## src/rtl/mux2_arb_pkg.sv

```systemverilog
// rtl/mux2_arb_pkg.sv - shared state encoding and counter sizing for the 2-port arbiter
package mux2_arb_pkg;

    typedef enum logic [1:0] {
        IDLE = 2'd0,
        GNT0 = 2'd1,
        GNT1 = 2'd2
    } state_e;

    function automatic int cnt_w(input int max_burst);
        return $clog2(max_burst) + 1;
    endfunction

endpackage

```

## src/rtl/mux2_w.sv

```systemverilog
// rtl/mux2_w.sv - parameterised 2:1 word selector
module mux2_w #(
    parameter int DATA_W = 1
) (
    input  logic              sel,
    input  logic [DATA_W-1:0] i0,
    input  logic [DATA_W-1:0] i1,
    output logic [DATA_W-1:0] y
);

    assign y = sel ? i1 : i0;

endmodule

```

## src/rtl/mux2_rr_arbiter.sv

```systemverilog
// rtl/mux2_rr_arbiter.sv - round-robin, burst-bounded arbiter driving a registered 2:1 mux
module mux2_rr_arbiter
    import mux2_arb_pkg::*;
#(
    parameter int DATA_W    = 1,
    parameter int MAX_BURST = 4
) (
    input  logic              clk,
    input  logic              rst_n,
    input  logic              req0,
    input  logic [DATA_W-1:0] data0,
    input  logic              req1,
    input  logic [DATA_W-1:0] data1,
    output logic              gnt0,
    output logic              gnt1,
    output logic              sel,
    output logic              out_valid,
    output logic [DATA_W-1:0] out_data
);

    localparam int             CW       = cnt_w(MAX_BURST);
    localparam logic [CW-1:0]  CNT_LAST = CW'(MAX_BURST - 1);

    state_e            state_q, state_d;
    logic [CW-1:0]     cnt_q, cnt_d;
    logic              last_q, last_d;
    logic              sel_q, sel_d;
    logic              out_valid_q, out_valid_d;
    logic [DATA_W-1:0] out_data_q, out_data_d;
    logic [DATA_W-1:0] mux_y;
    logic              beat;
    logic              own_req, oth_req;
    state_e            oth_st;

    assign gnt0      = (state_q == GNT0) && req0;
    assign gnt1      = (state_q == GNT1) && req1;
    assign beat      = gnt0 || gnt1;
    assign sel       = sel_q;
    assign out_valid = out_valid_q;
    assign out_data  = out_data_q;

    // sel_q tracks the granted port, so it already steers the mux during a beat
    mux2_w #(.DATA_W(DATA_W)) u_mux (
        .sel (sel_q),
        .i0  (data0),
        .i1  (data1),
        .y   (mux_y)
    );

    always_comb begin
        state_d = state_q;
        cnt_d   = cnt_q;
        own_req = (state_q == GNT1) ? req1 : req0;
        oth_req = (state_q == GNT1) ? req0 : req1;
        oth_st  = (state_q == GNT1) ? GNT0 : GNT1;
        case (state_q)
            IDLE: begin
                if (req0 && req1)
                    state_d = last_q ? GNT0 : GNT1;
                else if (req0)
                    state_d = GNT0;
                else if (req1)
                    state_d = GNT1;
            end
            GNT0, GNT1: begin
                if (!own_req)
                    state_d = oth_req ? oth_st : IDLE;
                else if (cnt_q == CNT_LAST) begin
                    if (oth_req)
                        state_d = oth_st;
                    else
                        cnt_d = '0;
                end else
                    cnt_d = cnt_q + CW'(1);
            end
            default: state_d = IDLE;
        endcase
        if (state_d != state_q)
            cnt_d = '0;

        last_d = last_q;
        sel_d  = sel_q;
        if (state_d == GNT0) begin
            last_d = 1'b0;
            sel_d  = 1'b0;
        end else if (state_d == GNT1) begin
            last_d = 1'b1;
            sel_d  = 1'b1;
        end

        out_valid_d = beat;
        out_data_d  = beat ? mux_y : out_data_q;
    end

    always_ff @(posedge clk or negedge rst_n) begin
        if (!rst_n) begin
            state_q     <= IDLE;
            cnt_q       <= '0;
            last_q      <= 1'b1;
            sel_q       <= 1'b0;
            out_valid_q <= 1'b0;
            out_data_q  <= '0;
        end else begin
            state_q     <= state_d;
            cnt_q       <= cnt_d;
            last_q      <= last_d;
            sel_q       <= sel_d;
            out_valid_q <= out_valid_d;
            out_data_q  <= out_data_d;
        end
    end

endmodule

```

## config.mk

```make
export PLATFORM = sky130hd
export DESIGN_NAME = mux2_rr_arbiter
export DESIGN_NICKNAME = d
export VERILOG_FILES = /design/src/rtl/mux2_arb_pkg.sv /design/src/rtl/mux2_w.sv /design/src/rtl/mux2_rr_arbiter.sv
export SDC_FILE = /design/constraint.sdc
export NUM_CORES = 1
export LEC_CHECK = 0
export BUFFER_PORTS_ARGS = -buffer_cell sky130_fd_sc_hd__buf_2
export CORE_ASPECT_RATIO = 0.75
export CORE_MARGIN = 4
export CORE_UTILIZATION = 40
export DETAILED_ROUTE_END_ITERATION = 7
export GPL_TIMING_DRIVEN = 1
export SKIP_LAST_GASP = 1
export SLEW_MARGIN = 20
export SYNTH_ARGS = -nofsm -noshare
export SYNTH_HDL_FRONTEND = slang
export SYNTH_SLANG_ARGS = --single-unit
```

## constraint.sdc

```tcl
create_clock -name clk -period 3 [get_ports clk]
set_input_delay 0.6 -clock clk [delete_from_list [all_inputs] [get_ports clk]]
set_output_delay 0.6 -clock clk [all_outputs]
set_load 0.01 [all_outputs]
```

==> flow_summary.yaml, run 1 <==
sta:
  layout_worst_path_cycle_share_pct: 78.85
  worst-slew-pin-transition_ns: 0.3937
  min_period_ns: 2.365
  timing.hold.ws_ns: 0.1829
  setup_viol_count_final: 0
  report.final.slew_viol_count: 0
  fmax_achieved_mhz: 422.8
  worst_slew_margin_pct: 73.75
  timing.final.hold_violations: 0
  unrepaired_setup_endpoints_after_global_routing: "false"
  setup-tns-final_ns: 0
  fin_worst_skew_ns: 0.002351
clock_network:
  cts_tree: "yes"
  clockBufferDepth: 2
  root_buffer: "sky130_fd_sc_hd__clkbuf_4"
  cts_inserted_buffers: 3
  cts_max_level: 1
  cts_post_setup_buffers_inserted: 0
  cts.hold.buffers_added: 0
  cts_repair_resize_count: 0
  clkTransAtPathRegs_ns: 0.06
  clock_latency_on_the_worst_skew_pair_ns: 0.26
  clock_sink_total: 9
synth:
  postSynthCellCount: 85
  number_of_warnings_printed_during_yosys_synthesis: 0
  async_flop_share_pct: 100.0
  dominantRegCellSynth: "sky130_fd_sc_hd__dfrtp_1"
  synth_edf_count: 0
  synth_seq_cells: 9
  yosys.cell_types.count: 38
  mapped_cell_area_um2: 745.7
  post_syn_nets: 97
  avgSynthCellArea_um2: 8.773
  synth_sequential_area_ratio_pct: 30.37
setup_path:
  critPathRequiredTime_ns: 3.14
  worst-endpoint-arrival_ns: 2.50
  timing.critical_path.to_type: "flip-flop"
  timing.critical_path.slowest_cell_delay_ns: 0.52
  cp_max_delay_cell: "sky130_fd_sc_hd__dfrtp_1"
  worst_r2r_startpoint: "state_q[1]$_DFF_PN0_"
  crit_path_max_fanout: 9
  crit_family: "adder cells"
  setup.worst_path.class: "flip-flop to flip-flop"
  path_buf_inv: 1
  setup.worst_path.start: "state_q[1]$_DFF_PN0_"
  crit_path_start_kind: "flip-flop"
  reg2regPathDepth: 10
  crit_cells: 10
  cell_chain_of_the_critical_path: "inv_1 > ha_1 > nand3_1 > a21oi_1 > nor2_1 > o21a_1 > nor2_1 > ha_1 > nand2_1 > o21ai_0"
global_routing:
  gr-total-overflow: 0
  global_route.usage.total_pct: 13.60
  grt_antenna_before_repair: 0
  first_global_vias: 555
  largest_net_degree_at_the_start_of_global_routing: 13
  grt_first_pass_wirelength_um: 2615
drt:
  routed_wirelength_um: 1561
  vias: 638
  wl_met1_um: 782
  highest-signal-layer: "met4"
  drcViolationCount: 0
  routed-wl-met3_um: 75
  drt-initial-drc-count: 30
  post_drt_via_cell_ratio: 5.361
  drt_pass1_iterations: 4
  route.detailed.wl_per_inst_um: 13.12
  postRouteAntennaNets: 0
  wl_met2_um: 693
final_layout:
  layout.area.seq_um2: 226.5
  drive_gt1_share_pct: 23.71
  nets: 110
  multi_input_area_um2: 476.7
  fill_cells: 166
  n_antenna_cell: 0
  layout.cell_area.non_filler_um2: 837.1
  flow.area_growth_from_synthesis_pct: 12.25
run:
  drv_cap: 0
hold_path:
  hold_path_class: "input port to async pin"
place:
  place_congestion: 0.8948
  placement.cell_area_um2: 810.8
  place.port_buffers: 10
  detailed_placer_s_ending_hpwl_um: 1234
die:
  io_pins: 11
  die-area_um2: 2626
  placement_rows: 13
  width_of_the_die_um: 57.86
  floorplan.initialDensity_pct: 42.45
  die_h_um: 45.39
  fp.coreArea_um2: 1757
power_and_ir_drop:
  p_per_area_nw_per_um2: 987.3
  worst_ir_drop_vdd_uv: 564.7
  total_leakage_power_nw: 0.3985
outcome:
  outcome: "finished clean"
-- area by class of cell --
class,count,share of cell area [%]
Tap cell,22,3.288
Timing Repair Buffer,10,5.979
Sequential cell,9,27.06
Multi-Input combinational cell,66,56.95
Inverter,8,3.587
Clock buffer,4,3.139
-- placed cells by master (no fill, tap or decap), types with 2 or more instances in the layout --
cell type / netlist / layout
sky130_fd_sc_hd__ha_1: 6 / 6
sky130_fd_sc_hd__dfrtp_1: 8 / 8
sky130_fd_sc_hd__o31ai_1: 2 / 2
sky130_fd_sc_hd__and2_1: 2 / 2
sky130_fd_sc_hd__nand3_1: 2 / 2
sky130_fd_sc_hd__nor3_1: 2 / 2
sky130_fd_sc_hd__inv_1: 6 / 6
sky130_fd_sc_hd__nand3b_1: 2 / 2
sky130_fd_sc_hd__nor3_2: 3 / 3
sky130_fd_sc_hd__nor2_1: 8 / 8
sky130_fd_sc_hd__o21ai_1: 4 / 4
sky130_fd_sc_hd__mux2i_1: 4 / 4
sky130_fd_sc_hd__nor2b_1: 2 / 2
sky130_fd_sc_hd__buf_2: 1 / 10
sky130_fd_sc_hd__clkbuf_4: 0 / 3
sky130_fd_sc_hd__o21ai_0: 3 / 3
sky130_fd_sc_hd__a21oi_1: 2 / 2
sky130_fd_sc_hd__nand2_1: 7 / 7
-- sequential cells by signal (all words and copies together), names as in the netlist --
signal / cells
last_q: 1
sel: 1
out_valid: 1
cnt_q: 3
out_data: 1
state_q: 2
-- path summary, 6_finish.rpt --
check / end / slack [ns]
max: sel$_DFFE_PN0P_ / 0.63
min: cnt_q[2]$_DFFE_PN0P_ / 0.18
max reg2reg: sel$_DFFE_PN0P_ / 0.63
min reg2reg: last_q$_DFFE_PN1P_ / 0.47
max in group asynchronous: last_q$_DFFE_PN1P_ / 2.57
min in group clk: last_q$_DFFE_PN1P_ / 0.47
-- through the flow --
step                      setup slack (ns)  instances  power, mW  utilization (%)
after floorplan                     0.8842         85     0.6261                -
after global placement              0.5821        115     0.7361            46.15
after detailed placement            0.6278        115     0.7363            46.15
after CTS                           0.6109        119     0.8384            47.65
after global routing                0.3554        119     0.9163            47.65
final                               0.6346        119     0.8265            47.65
-- synthesized netlist by cell type (2+ instances only) --
| cell | number | area (um^2) |
|---|---|---|
| sky130_fd_sc_hd__a21oi_1 | 2 | 10.01 |
| sky130_fd_sc_hd__and2_1 | 2 | 12.51 |
| sky130_fd_sc_hd__dfrtp_1 | 8 | 200.2 |
| sky130_fd_sc_hd__ha_1 | 6 | 75.07 |
| sky130_fd_sc_hd__inv_1 | 6 | 22.52 |
| sky130_fd_sc_hd__mux2i_1 | 4 | 40.04 |
| sky130_fd_sc_hd__nand2_1 | 7 | 26.28 |
| sky130_fd_sc_hd__nand3_1 | 2 | 10.01 |
| sky130_fd_sc_hd__nand3b_1 | 2 | 15.01 |
| sky130_fd_sc_hd__nor2_1 | 8 | 30.03 |
| sky130_fd_sc_hd__nor2b_1 | 2 | 12.51 |
| sky130_fd_sc_hd__nor3_1 | 2 | 10.01 |
| sky130_fd_sc_hd__nor3_2 | 3 | 30.03 |
| sky130_fd_sc_hd__o21ai_0 | 3 | 15.01 |
| sky130_fd_sc_hd__o21ai_1 | 4 | 20.02 |
| sky130_fd_sc_hd__o31ai_1 | 2 | 15.01 |
-- where the power goes --
part           leakage, nW  switching [mW]  internal, mW  total, mW
registers            0.114          0.0416         0.169      0.210
clock network       0.0150          0.0422        0.0513     0.0935
logic                0.269           0.294         0.229      0.523
-- metal layers --
| metal | up-vias | track usage (%) |
|---|---|---|
| met5 | - | 0 |
| met4 | 0 | 8.333 |
| met3 | 2 | 2.833 |
| met2 | 24 | 19.59 |
| met1 | 286 | 18.69 |
| li1 | 326 | - |
-- cells by family after synthesis --
| kind of cell | after synthesis | share of synthesized area [%] |
|---|---|---|
| adders and majority gates | 6 | 10.07 |
| AOI/OAI and AO/OA | 22 | 22.32 |
| buffers and inverters | 10 | 5.703 |
| muxes | 5 | 7.382 |
| and+or+nand+nor | 33 | 24.16 |
| DFF | 9 | 30.37 |
(Power assumes the default switching activity.)
==> run 2, diff against run 1 <==
--- a/config.mk
+++ b/config.mk
@@ -5,8 +5,8 @@
 export SDC_FILE = /design/constraint.sdc
 export NUM_CORES = 1
 export LEC_CHECK = 0
+export ABC_AREA = 1
 export BUFFER_PORTS_ARGS = -buffer_cell sky130_fd_sc_hd__buf_2
-export CORE_ASPECT_RATIO = 0.75
 export CORE_MARGIN = 4
 export CORE_UTILIZATION = 40
 export DETAILED_ROUTE_END_ITERATION = 7
==> constraint.sdc (replaced) <==
create_clock -name clk -period 1.95 [get_ports clk]
set_input_delay 0.39 -clock clk [delete_from_list [all_inputs] [get_ports clk]]
set_output_delay 0.39 -clock clk [all_outputs]
set_load 0.01 [all_outputs]
==> run 2 against run 1 <==
Against the previous run: clock-buffer cell count stayed put; clock skew increased by 0.0010 ns; total power grew 70%; sequential cell count unchanged; register-to-register slack got worse by 0.50 ns; die area shrank 13%; clock power up 50%; critical endpoint unchanged; combinational power increased by 82%; largest cell class unchanged; first-iteration DRC count fell by 90%.
==> flow_summary.yaml, run 2 <==
sta:
  setup-tns-final_ns: 0
  timing.final.hold_violations: 0
  worst_slew_margin_pct: 86.04
  fin_worst_skew_ns: 0.003369
  setup_viol_count_final: 0
  report.final.slew_viol_count: 0
  worst-slew-pin-transition_ns: 0.2094
  fmax_achieved_mhz: 552.3
  layout_worst_path_cycle_share_pct: 92.85
  unrepaired_setup_endpoints_after_global_routing: "false"
  min_period_ns: 1.811
clock_network:
  clock_sink_total: 9
  root_buffer: "sky130_fd_sc_hd__clkbuf_4"
  clockBufferDepth: 2
  cts_tree: "yes"
  clkTransAtPathRegs_ns: 0.06
  cts_inserted_buffers: 3
  cts_max_level: 1
  clock_latency_on_the_worst_skew_pair_ns: 0.26
global_routing:
  grt_first_pass_wirelength_um: 1952
  first_global_vias: 496
  gr-total-overflow: 0
  global_route.usage.total_pct: 12.66
  largest_net_degree_at_the_start_of_global_routing: 10
  grt_antenna_before_repair: 0
synth:
  synth_top_cells_by_count: "sky130_fd_sc_hd__nand2_1, sky130_fd_sc_hd__inv_1, sky130_fd_sc_hd__dfrtp_1, sky130_fd_sc_hd__nand2_2, sky130_fd_sc_hd__nor2_1"
  dominantRegCellSynth: "sky130_fd_sc_hd__dfrtp_1"
  mapped_cell_area_um2: 634.4
  async_flop_share_pct: 100.0
  synth.most_common_cell: "sky130_fd_sc_hd__nand2_1"
  synth_top_area_share_pct: 31.56
  number_of_warnings_printed_during_yosys_synthesis: 0
  avgSynthCellArea_um2: 7.291
  synthDominantAreaCellType: "sky130_fd_sc_hd__dfrtp_1"
  synth_area_leaders: "sky130_fd_sc_hd__dfrtp_1, sky130_fd_sc_hd__nand2_1, sky130_fd_sc_hd__ha_1"
  synth_area_in_adders_pct: 11.83
  synth_sequential_area_ratio_pct: 35.70
  post_syn_nets: 99
  yosys.cell_types.count: 17
  synth_edf_count: 0
  synth_xor_xnor_area_share_pct: 0
  post_synth_mux_area_share_pct: 0
  postSynthCellCount: 87
  simple_gate_portion_of_the_synthesized_area_pct: 34.91
  synth_seq_cells: 9
  synth_top_family_by_area: "simple AND/OR/NAND/NOR gates"
  synth-compound-area-share_pct: 7.495
setup_path:
  setup_slack_of_the_worst_register_to_register_path_ns: 0.14
  timing.critical_path.to_type: "flip-flop"
  reg2regPathDepth: 9
  worstReg2RegEnd: "sel$_DFFE_PN0P_"
  crit_path_start_kind: "flip-flop"
  worst_r2r_startpoint: "state_q[1]$_DFF_PN0_"
  worst-endpoint-arrival_ns: 2.01
  setup.worst_path.class: "flip-flop to flip-flop"
  critPathRequiredTime_ns: 2.15
  crit_path_max_fanout: 4
final_layout:
  most-common-layout-cells: "sky130_fd_sc_hd__nand2_1, sky130_fd_sc_hd__inv_1, sky130_fd_sc_hd__buf_4"
  final_util_pct: 58.64
  flow.area_growth_from_synthesis_pct: 39.25
  largest_register: "cnt_q"
  fill_cells: 150
  drive_gt1_share_pct: 42.98
  nets: 127
  mostFrequentLayoutCell: "sky130_fd_sc_hd__nand2_1"
  n_antenna_cell: 0
  multi_input_area_um2: 396.6
  flip_flop_count_of_the_largest_register_all_copies_and_words_added: 3
  layout.area.seq_um2: 226.5
  top_regs: "cnt_q: 3 flops, state_q: 2 flops"
drt:
  drcViolationCount: 0
  postRouteAntennaNets: 0
  routed_wirelength_um: 1218
  post_drt_via_cell_ratio: 4.477
  drt_pass1_iterations: 3
  drt-initial-drc-count: 3
  route.detailed.wl_per_inst_um: 9.369
  vias: 582
die:
  width_of_the_die_um: 47.83
  io_pins: 11
  floorplan.initialDensity_pct: 42.11
  die_h_um: 47.83
  placement_rows: 14
  die-area_um2: 2287
  fp.coreArea_um2: 1506
hold_path:
  hold_path_class: "input port to flip-flop"
  worstHoldEndpoint: "out_data$_DFFE_PN0P_"
  timing.hold.worst_path_depth: 3
  min_from: "data1"
outcome:
  outcome: "finished clean"
power_and_ir_drop:
  total_leakage_power_nw: 0.4921
  p_per_area_nw_per_um2: 1588
  worst_ir_drop_vdd_uv: 1053
place:
  place.port_buffers: 10
  place_congestion: 0.7885
  detailed_placer_s_ending_hpwl_um: 1024
run:
  drv_cap: 0
run 2: cell types whose count changed after synthesis, moves of 3 or more:
cell                      previous run  this run
sky130_fd_sc_hd__inv_1               6        15
sky130_fd_sc_hd__mux2i_1             4         0
sky130_fd_sc_hd__o21ai_1             4         0
sky130_fd_sc_hd__nand2_2             0         8
sky130_fd_sc_hd__nand2_1             7        22
sky130_fd_sc_hd__nor3_2              3         0
run 2: worst max-delay path by stage:
stage / startpoint / to / depth (start not counted)
final: state_q[1]$_DFF_PN0_ / sel$_DFFE_PN0P_ / 9
after global routing: cnt_q[0]$_DFFE_PN0P_ / sel$_DFFE_PN0P_ / 13
after CTS: state_q[0]$_DFF_PN0_ / sel$_DFFE_PN0P_ / 14
after detailed placement: state_q[0]$_DFF_PN0_ / sel$_DFFE_PN0P_ / 14
after global placement: state_q[0]$_DFF_PN0_ / sel$_DFFE_PN0P_ / 14
after floorplan: state_q[0]$_DFF_PN0_ / sel$_DFFE_PN0P_ / 13
run 2: area by class of cell:
type | instances | area share [%]
repair buffers | 23 | 17.00
flip-flops and latches | 9 | 25.64
inverters | 17 | 7.224
well taps | 16 | 2.266
multi-input cells | 61 | 44.90
clock buffers | 4 | 2.975
run 2: routing by layer:
layer  global-route usage, %  wire, um  share of wire, %
met1                   13.64       538                44
met2                   21.64       645                53
met3                   6.767        34               2.8
met4                   3.226         0                 0
met5                       0         0                 0
run 2: through the flow:
stage	hold WS, ns	power, mW	instance area (um^2)	worst slack (ns)	std cells
6_report	0.3858	1.403	883.3	0.1394	130
5_1_grt	0.3715	1.562	883.3	0.02653	130
4_1_cts	0.3764	1.340	840.8	0.02549	128
3_5_place_dp	0.2522	1.123	772.0	-0.03418	122
3_3_place_gp	0.2472	1.107	772.0	-0.01760	122
2_1_floorplan	0.09441	0.8206	634.4	0.007913	87
run 2: where the power goes:
part,internal [mW],switching (mW),leakage [nW]
clock network,0.0786,0.0613,0.0150
registers,0.266,0.0425,0.113
logic,0.478,0.477,0.364
total,0.823,0.580,0.492
run 2: critical path: stages (launching register included):
cell	delay (ns)
sky130_fd_sc_hd__dfrtp_1	0.42
sky130_fd_sc_hd__inv_2	0.07
sky130_fd_sc_hd__ha_4	0.29
sky130_fd_sc_hd__a21boi_0	0.19
sky130_fd_sc_hd__nand2_1	0.09
sky130_fd_sc_hd__nand2_2	0.08
sky130_fd_sc_hd__nand2_2	0.07
sky130_fd_sc_hd__ha_4	0.24
sky130_fd_sc_hd__or2_4	0.23
sky130_fd_sc_hd__nand2_1	0.06
run 2: cells by family after synthesis:
kind of cell | count (synthesis)
buffers and inverters | 17
adder cells (fa/ha/maj) | 6
AO/OA/AOI/OAI | 8
flip-flops | 9
AND/OR/NAND/NOR | 47
run 2: what timing repair did:
item / in CTS / in global routing
setup endpoints to repair: 2 / 2
setup buffers: 1 / 2
resized for setup: 4 / 7
endpoints found under the hold margin: 8 / 0
pin swaps: 0 / 5
hold buffers: 1 / 0
